`src/rtl/ts_slot_scheduler.sv`:
```
// rtl/ts_slot_scheduler.sv - PSI/SI table vs T2-MI slot source scheduler
//
// Decides, for every 188-byte output slot, whether the packet comes from the
// T2-MI buffer, one of the periodic tables (PAT, PMT, SDT) or a null packet.
// Each table has a repetition timer advanced by the 1 ms TICK; an expiring
// timer raises the table's pending flag, and the slot FSM grants pending
// tables ahead of T2-MI traffic, interleaving one T2-MI packet after each
// table slot whenever T2-MI data is waiting.
//
// Build option: TS_NULL_PKT_EN - when defined, a slot with no candidate is
// filled with a null packet (SEL=4); when undefined the FSM waits in DECIDE
// until a candidate appears.
//
// Parameters:
//   PERIOD_W    width of the period inputs and the table timers (TICK units)
// Ports:
//   CLK         system clock, rising edge
//   RST         asynchronous active-low reset
//   TICK        one-cycle 1 ms timebase pulse
//   PERIOD_PAT  PAT repetition period in ticks, 0 disables the table
//   PERIOD_PMT  PMT repetition period in ticks, 0 disables the table
//   PERIOD_SDT  SDT repetition period in ticks, 0 disables the table
//   T2MI_READY  a complete T2-MI packet is buffered
//   SLOT_REQ    level, packet output wants a source for the next slot
//   PKT_DONE    one-cycle pulse, selected source finished its packet
//   SEL         slot source: 0 T2MI, 1 PAT, 2 PMT, 3 SDT, 4 NULL
//   SEL_VALID   one-cycle pulse qualifying a new SEL
//   OVERRUN     sticky {SDT,PMT,PAT} flags, table expired while still pending
//   STATE_MON   current FSM state (0 IDLE, 1 DECIDE, 2 BUSY)

module ts_slot_scheduler #(
    parameter int PERIOD_W = 8
) (
    input  logic                CLK,
    input  logic                RST,
    input  logic                TICK,
    input  logic [PERIOD_W-1:0] PERIOD_PAT,
    input  logic [PERIOD_W-1:0] PERIOD_PMT,
    input  logic [PERIOD_W-1:0] PERIOD_SDT,
    input  logic                T2MI_READY,
    input  logic                SLOT_REQ,
    input  logic                PKT_DONE,
    output logic [2:0]          SEL,
    output logic                SEL_VALID,
    output logic [2:0]          OVERRUN,
    output logic [1:0]          STATE_MON
);

    typedef enum logic [1:0] {
        IDLE   = 2'd0,
        DECIDE = 2'd1,
        BUSY   = 2'd2
    } state_t;

    localparam logic [2:0] SEL_T2MI = 3'd0;
    localparam logic [2:0] SEL_PAT  = 3'd1;
    localparam logic [2:0] SEL_PMT  = 3'd2;
    localparam logic [2:0] SEL_SDT  = 3'd3;
    localparam logic [2:0] SEL_NULL = 3'd4;

    // Table index i corresponds to SEL value i+1 and OVERRUN bit i.
    localparam int NTAB = 3;

    state_t              state;
    state_t              state_next;

    logic [PERIOD_W-1:0] period    [NTAB];
    logic [PERIOD_W-1:0] timer     [NTAB];
    // One bit wider than the timer so timer+1 cannot wrap past the period.
    logic [PERIOD_W:0]   timer_inc [NTAB];

    logic [NTAB-1:0]     expire;
    logic [NTAB-1:0]     pending;
    logic [NTAB-1:0]     grant_clr;
    logic [NTAB-1:0]     overrun;

    logic                prev_table;
    logic                cand_valid;
    logic [2:0]          cand_sel;
    logic                grant;
    logic [2:0]          grant_sel;

    logic [2:0]          sel_q;
    logic                sel_valid_q;

    assign period[0] = PERIOD_PAT;
    assign period[1] = PERIOD_PMT;
    assign period[2] = PERIOD_SDT;

    // ------------------------------------------------------------------
    // Table timers: run in every FSM state, held at 0 while disabled.
    // ------------------------------------------------------------------
    always_comb begin
        for (int i = 0; i < NTAB; i++) begin
            timer_inc[i] = {1'b0, timer[i]} + {{PERIOD_W{1'b0}}, 1'b1};
            expire[i]    = TICK && (period[i] != '0)
                           && (timer_inc[i] >= {1'b0, period[i]});
        end
    end

    always_ff @(posedge CLK or negedge RST) begin
        if (!RST) begin
            for (int i = 0; i < NTAB; i++) begin
                timer[i] <= '0;
            end
        end else begin
            for (int i = 0; i < NTAB; i++) begin
                if (period[i] == '0) begin
                    timer[i] <= '0;
                end else if (TICK) begin
                    timer[i] <= expire[i] ? '0 : timer_inc[i][PERIOD_W-1:0];
                end
            end
        end
    end

    // ------------------------------------------------------------------
    // Pending and overrun flags. An expiry in the same cycle as the grant
    // that clears the flag wins: the new instance stays pending, and since
    // the old instance was just served it is not an overrun.
    // ------------------------------------------------------------------
    always_comb begin
        for (int i = 0; i < NTAB; i++) begin
            grant_clr[i] = grant && (grant_sel == 3'(i + 1));
        end
    end

    always_ff @(posedge CLK or negedge RST) begin
        if (!RST) begin
            pending <= '0;
            overrun <= '0;
        end else begin
            pending <= expire | (pending & ~grant_clr);
            overrun <= overrun | (expire & pending & ~grant_clr);
        end
    end

    // ------------------------------------------------------------------
    // Candidate selection: tables in PAT > PMT > SDT order, then T2-MI.
    // A waiting T2-MI packet jumps ahead once after every table slot so a
    // burst of tables cannot starve the T2-MI stream.
    // ------------------------------------------------------------------
    always_comb begin
        cand_valid = 1'b1;
        cand_sel   = SEL_T2MI;
        if (prev_table && T2MI_READY) begin
            cand_sel = SEL_T2MI;
        end else if (pending[0]) begin
            cand_sel = SEL_PAT;
        end else if (pending[1]) begin
            cand_sel = SEL_PMT;
        end else if (pending[2]) begin
            cand_sel = SEL_SDT;
        end else if (T2MI_READY) begin
            cand_sel = SEL_T2MI;
        end else begin
            cand_valid = 1'b0;
        end
    end

    // ------------------------------------------------------------------
    // Slot FSM
    // ------------------------------------------------------------------
    always_ff @(posedge CLK or negedge RST) begin
        if (!RST) begin
            state <= IDLE;
        end else begin
            state <= state_next;
        end
    end

    always_comb begin
        state_next = state;
        grant      = 1'b0;
        grant_sel  = cand_sel;
        case (state)
            IDLE: begin
                if (SLOT_REQ) begin
                    state_next = DECIDE;
                end
            end
            DECIDE: begin
                if (cand_valid) begin
                    grant      = 1'b1;
                    state_next = BUSY;
                end
`ifdef TS_NULL_PKT_EN
                else begin
                    grant      = 1'b1;
                    grant_sel  = SEL_NULL;
                    state_next = BUSY;
                end
`endif
            end
            BUSY: begin
                if (PKT_DONE) begin
                    state_next = IDLE;
                end
            end
            default: begin
                state_next = IDLE;
            end
        endcase
    end

    // ------------------------------------------------------------------
    // Registered grant outputs: SEL_VALID appears the cycle after the
    // decision, and SEL holds until the next grant.
    // ------------------------------------------------------------------
    always_ff @(posedge CLK or negedge RST) begin
        if (!RST) begin
            sel_q       <= SEL_T2MI;
            sel_valid_q <= 1'b0;
            prev_table  <= 1'b0;
        end else begin
            sel_valid_q <= grant;
            if (grant) begin
                sel_q      <= grant_sel;
                prev_table <= (grant_sel != SEL_T2MI) && (grant_sel != SEL_NULL);
            end
        end
    end

    assign SEL       = sel_q;
    assign SEL_VALID = sel_valid_q;
    assign OVERRUN   = overrun;
    assign STATE_MON = state;

endmodule

```
`config.mk`:
```
export PLATFORM = sky130hd
export DESIGN_NAME = ts_slot_scheduler
export DESIGN_NICKNAME = d
export VERILOG_FILES = /design/src/rtl/ts_slot_scheduler.sv
export SDC_FILE = /design/constraint.sdc
export NUM_CORES = 1
export LEC_CHECK = 0
export CAP_MARGIN = 40
export CORE_ASPECT_RATIO = 1.5
export CORE_MARGIN = 8
export CORE_UTILIZATION = 48
export CTS_CLUSTER_DIAMETER = 60
export DETAILED_ROUTE_END_ITERATION = 12
export PLACE_DENSITY = 0.72
export SLEW_MARGIN = 20
export SYNTH_ARGS = -nofsm -noshare
export SYNTH_HDL_FRONTEND = slang
export SYNTH_SLANG_ARGS = --single-unit
```
`constraint.sdc`:
```
create_clock -name CLK -period 7.5 [get_ports CLK]
set_input_delay 0.75 -clock CLK [delete_from_list [all_inputs] [get_ports CLK]]
set_output_delay 0.75 -clock CLK [all_outputs]
set_load 0.1 [all_outputs]
```
==> flow_summary.ini, run 1 <==
[cells_and_area]
stdcell_area_mm2 = 0.00330
fin_nets = 382
drive_above_1_share = 0.105
antenna_cells = 0
syn_to_final_growth_pct = 25.2

[floorplanning]
core_region_area_mm2 = 0.00537
io_pins = 39
row_count = 33
die_x_um = 76.5
die_h_um = 107
start_util = 0.491
dieArea_mm2 = 0.00817

[clock_network]
cts.clk_slew.worst_paths_ns = 0.07
clock_sinks = 36
holdBufCountCts = 0
ctsResizeCount = 0
postCtsSetupBuffers = 0
root_buffer = clkbuf_8
clock_latency_ns = 0.28
cts_tree = done
cts_buffers = 5
clk_path_buf_depth = 2
htreeDepth = 2

[critical_path]
cp-startpoint = timer[8]$_DFFE_PN0P_
cp_num_buf_inv = 1
path_max_fanout = 9
crit_required_ns = 7.67
crit_path_cell_trace = ha_1 -> nand3_1 -> nor2_1 -> xor2_1 -> ha_1 -> a21oi_1 -> o221ai_1 -> a31oi_1 -> buf_2 -> nand2_1 -> a31o_1
slowest_stage = dfrtp_1
cp.depth = 11
critical-path-top-delay-family = compound AO/OA/AOI/OAI gates
cpPeakStageDelay_ns = 0.42
cp-start-kind = register
worstSetupPathType = register to register
crit_arrival_ns = 2.98
reg2regPathDepth = 11
reg2reg_from = timer[8]$_DFFE_PN0P_
cp_common_cell = ha_1
cp-end-kind = register

[global_routing]
grt_pass1_wl_mm = 9.69
antenna_found_initial = 0
grt_max_degree = 37
gr-usage-all-layers = 0.140
grt_pass1_vias = 2199
overflow = 0

[power]
power.internal_uw = 589
clkPwrFrac = 0.138
seq_power_share = 0.329
ir_worst_vdd_uv = 209
netSwitchingPower_uw = 470
p_leak_nw = 1.55
power.share.switching = 0.444
combPwrFrac = 0.533
cellPowerDensity_mw_per_mm2 = 321

[timing]
max_freq_mhz = 356
period_share = 0.375
setup_tns_ns = 0
skew_ns = 0.00294
hold_viol_final = 0
setup_violations = 0
final.min_clock_period_ns = 2.81
rsz0062_at_grt = no
drv_slew = 0

[synthesis]
netlist_area_mm2 = 0.00264
async_flop_share = 1.00
synth.avg_cell_area_um2 = 9.48
yosys_warnings = 0
synth-edff-count = 0
synth_cell_types = 53
syn_inst = 278
synth.net_count = 335
ys_seq_area_frac = 0.342
synthFlopType = dfrtp_1
synth_seq_cells = 36

[routing]
ant_nets = 0
vias = 2191
viasPerCell = 5.55
drc = 0
drt_iter0_markers = 151
drt_first_pass_iters = 4
routed_wl_mm = 5.57
wire_per_inst_um = 14.1

[place]
port_buffers = 37
gp_congestion = 0.785
hpwl_mm = 4.43
postPlaceCellArea_mm2 = 0.00319

[worst_hold_path]
worstHoldPathType = primary input to async pin

[job]
maxCapViolCount = 0

[outcome]
status = finished clean
[sequential cells by signal, indices dropped and copies added, names as in the netlist]
register	cells
timer	24
OVERRUN	3
pending	3
SEL	2
STATE_MON	2
SEL_VALID	1
prev_table	1
[power by group through the flow]
| stage | clock (mW) | combinational [mW] | sequential (mW) |
|---|---|---|---|
| after global routing | 0.158 | 0.620 | 0.364 |
| after detailed placement | 0 | 0.565 | 0.351 |
| after global placement | 0 | 0.501 | 0.348 |
| after CTS | 0.150 | 0.568 | 0.348 |
| final | 0.147 | 0.564 | 0.348 |
| after floorplan | 0 | 0.297 | 0.439 |
[layer usage]
metal	track usage	vias to the layer above	wire length, µm
met5	0	-	0
met4	0.0497	0	91
met3	0.0226	9	205
met2	0.259	44	2960
met1	0.156	1041	2320
li1	-	1097	-
[layout make-up]
cell class	instances	area [µm²]
Fill cell	490	2070
Multi-Input combinational cell	205	1580
Sequential cell	36	901
Timing Repair Buffer	48	526
Inverter	29	111
Clock buffer	7	96.3
Tap cell	70	87.6
[Yosys cell counts (all sizes together) (6+ instances only)]
master  number  area, µm²
a21oi       12       60.1
a32o         9       90.1
dfrtp       36        901
ha          27        338
inv         29        111
nand2       23       96.4
nand2b      12       75.1
nand3       10       65.1
nand4        8       50.1
nor2        14       67.6
nor2b        7       51.3
o21ai        6       30.0
xnor2        7       61.3
xor2        16        140
[logic make-up (layout without fill, tap and decap cells)]
| group | after synthesis | in the layout | synth area share |
|---|---|---|---|
| AO/OA/AOI/OAI | 61 | 61 | 0.184 |
| other | 1 | 1 | 0.00142 |
| flip-flops | 36 | 36 | 0.342 |
| multiplexers | 1 | 1 | 0.00380 |
| buffers and inverters | 37 | 84 | 0.0588 |
| AND/OR/NAND/NOR | 92 | 92 | 0.206 |
| XOR/XNOR | 23 | 23 | 0.0764 |
| adder cells (fa/ha/maj) | 27 | 27 | 0.128 |
[worst reg2reg max path: stages, from the launching register on]
cell,delay (ns)
dfrtp_1,0.42
ha_1,0.25
nand3_1,0.21
nor2_1,0.26
xor2_1,0.18
ha_1,0.26
a21oi_1,0.15
o221ai_1,0.13
a31oi_1,0.26
buf_2,0.27
nand2_1,0.10
a31o_1,0.22
[through the flow]
stage / power [mW] / worst slack, ns / instances / util / hold WS (ns)
after floorplan: 0.736 / 5.15 / 278 / - / 0.439
after global placement: 0.850 / 4.44 / 377 / 0.567 / 0.453
after detailed placement: 0.917 / 4.70 / 387 / 0.593 / 0.462
after CTS: 1.07 / 4.73 / 394 / 0.611 / 0.480
after global routing: 1.14 / 4.50 / 395 / 0.615 / 0.256
final: 1.06 / 4.69 / 395 / 0.615 / 0.266
[final timing paths]
| kind | end | slack [ns] |
|---|---|---|
| max in group asynchronous | timer[0]$_DFFE_PN0P_ | 6.86 |
| worst min register to register | prev_table$_DFFE_PN0P_ | 0.47 |
| worst max-delay path | OVERRUN[1]$_DFF_PN0_ | 4.69 |
| worst max register to register | OVERRUN[1]$_DFF_PN0_ | 4.69 |
| min in group CLK | prev_table$_DFFE_PN0P_ | 0.47 |
| worst min-delay path | timer[23]$_DFFE_PN0P_ | 0.27 |
[cell usage in the layout, fill, tap and decap left out, types with 2 or more instances in the layout]
cell             count
dfrtp_1             36
clkdlybuf4s50_1     36
inv_1               28
ha_1                27
nand2_1             21
xor2_1              16
nor2_1              12
a21oi_1             12
nand2b_1            12
a32o_1               9
buf_8                9
nand4_1              8
xnor2_1              7
nand3_1              7
clkbuf_8             7
nor2b_1              6
o21ai_0              6
a21o_1               5
a211oi_1             5
and3_1               4
o31ai_1              4
nand3_2              3
nor4_1               3
a31oi_1              3
o211ai_1             3
o221ai_1             2
or4_1                2
nor2_4               2
and4_1               2
a41o_1               2
o221a_2              2
nor4b_1              2
buf_2                2
Note: power is estimated with default switching activity, not from simulation.
==> run 2, diff against run 1 <==
==> constraint.sdc (replaced) <==
create_clock -name CLK -period 2.7 [get_ports CLK]
set_input_delay 0.27 -clock CLK [delete_from_list [all_inputs] [get_ports CLK]]
set_output_delay 0.27 -clock CLK [all_outputs]
set_load 0.1 [all_outputs]
==> run 2 against run 1 <==
Die area unchanged. Combinational power rose to 2.6 times the previous value. Via count down 1.7%. Global-route usage about the same. Hold slack better by 0.081 ns. Cell count unchanged. Clock skew up 0.0071 ns. Non-clock buffer count down 1. Critical path depth down 2. Setup slack worse by 4.6 ns. Total power rose to 2.7 times the previous value. Register-to-register slack worse by 4.6 ns. Largest cell class unchanged.
==> flow_summary.ini, run 2 (same netlist as run 1, synthesis figures left out) <==
[clock_network]
clock_sinks = 36
cts_buffers = 5
clock_latency_ns = 0.29
root_buffer = clkbuf_8
cts.clk_slew.worst_paths_ns = 0.08
htreeDepth = 2
cts_tree = done
clk_path_buf_depth = 2

[power]
p_leak_nw = 1.53
cellPowerDensity_mw_per_mm2 = 894
ir_worst_vdd_uv = 542
power_mw = 2.90

[routing]
drc = 0
viasPerCell = 5.45
ant_nets = 0
drt_iter0_markers = 156
drt_first_pass_iters = 4
routed_wl_mm = 5.59
vias = 2153
wire_per_inst_um = 14.2

[cells_and_area]
antenna_cells = 0
multi_input_area_mm2 = 0.00159
final_cell_mix = 35 x dfrtp_1, 28 x inv_1, 28 x clkdlybuf4s50_1
final_common_cell = dfrtp_1
seq_area_um2 = 902
syn_to_final_growth_pct = 23.0
fin_nets = 381
drive_above_1_share = 0.142
fillerInstances = 472
largest_reg_flops = 24
regMostFlops = timer

[critical_path]
cp-end-kind = register
cp-start-kind = register
crit_required_ns = 2.92
crit_arrival_ns = 2.82
path_max_fanout = 7
worstSetupPathType = register to register

[global_routing]
gr-usage-all-layers = 0.139
grt_max_degree = 37
antenna_found_initial = 0
overflow = 0
grt_pass1_vias = 2184
grt_pass1_wl_mm = 9.54

[timing]
period_share = 0.963
final.min_clock_period_ns = 2.60
setup_tns_ns = 0
hold_viol_final = 0
drv_slew = 0
setup_violations = 0
max_freq_mhz = 385
skew_ns = 0.0100
rsz0062_at_grt = yes

[place]
port_buffers = 37
gp_congestion = 0.808
hpwl_mm = 4.34

[floorplanning]
start_util = 0.491
core_region_area_mm2 = 0.00537
row_count = 33
die_h_um = 107
dieArea_mm2 = 0.00817
die_x_um = 76.5
io_pins = 39

[outcome]
status = finished clean

[job]
maxCapViolCount = 0

[worst_hold_path]
worstHoldPathType = primary input to async pin
## run 2: cell count changes in the layout (fill, tap and decap cells not counted), moves of 2 or more
cell / delta
clkdlybuf4s50_1: -8
ha_2: +2
buf_8: -9
clkbuf_8: -2
ha_1: -2
buf_4: +16
## run 2: final timing paths
| path | startpoint | to | slack (ns) | cells past startpoint |
|---|---|---|---|---|
| min reg2reg | prev_table$_DFFE_PN0P_ | prev_table$_DFFE_PN0P_ | 0.48 | 2 |
| max reg2reg | timer[0]$_DFFE_PN0P_ | timer[6]$_DFFE_PN0P_ | 0.1 | 9 |
| min in group CLK | prev_table$_DFFE_PN0P_ | prev_table$_DFFE_PN0P_ | 0.48 | 2 |
| max | timer[0]$_DFFE_PN0P_ | timer[6]$_DFFE_PN0P_ | 0.1 | 9 |
| min | RST | timer[23]$_DFFE_PN0P_ | 0.35 | 2 |
| max in group asynchronous | RST | timer[16]$_DFFE_PN0P_ | 1.92 | 3 |
## run 2: final cells by class
cell class	count	share of cell area
multi-input cells	205	0.492
flip-flops and latches	36	0.278
repair buffers	47	0.134
inverters	29	0.0343
well taps	70	0.0270
clock buffers	5	0.0212
clock inverters	3	0.0131
## run 2: critical path: stages, from the launching register on
cell,delay [ns]
dfrtp_1,0.45
ha_2,0.26
nand3_2,0.12
nor2_1,0.14
xor2_1,0.23
ha_1,0.28
and4_1,0.23
a221oi_2,0.29
o221a_2,0.34
a32o_1,0.18
## run 2: metrics by stage
stage                     cells  instance area (µm²)  hold slack, ns   util  setup WS, ns
after detailed placement    384                 3080           0.404  0.573        0.0974
after global placement      384                 3080           0.396  0.573         0.150
final                       395                 3240           0.348  0.604        0.0998
after floorplan             278                 2640         -0.0256      -         0.348
after global routing        395                 3240           0.364  0.604       -0.0704
after CTS                   392                 3190          0.0827  0.594        0.0702
## run 2: routing by layer
metal | vias to the layer above | GRT usage | part of all wire
li1 | 1095 | - | -
met1 | 1011 | 0.155 | 0.43
met2 | 37 | 0.249 | 0.52
met3 | 10 | 0.0251 | 0.027
met4 | 0 | 0.0677 | 0.021
met5 | - | 0 | 0
## run 2: where the power goes
| group | internal, mW | switching, mW | total, mW |
|---|---|---|---|
| Sequential | 0.732 | 0.247 | 0.979 |
| Clock | 0.273 | 0.206 | 0.480 |
| Combinational | 0.578 | 0.861 | 1.44 |
| Total | 1.58 | 1.31 | 2.90 |
## run 2: what timing repair did
action,CTS,global route
gates resized for setup,0,5
setup endpoints to repair,0,16
hold endpoints to repair,0,6
setup buffers,0,1
hold buffers,0,1
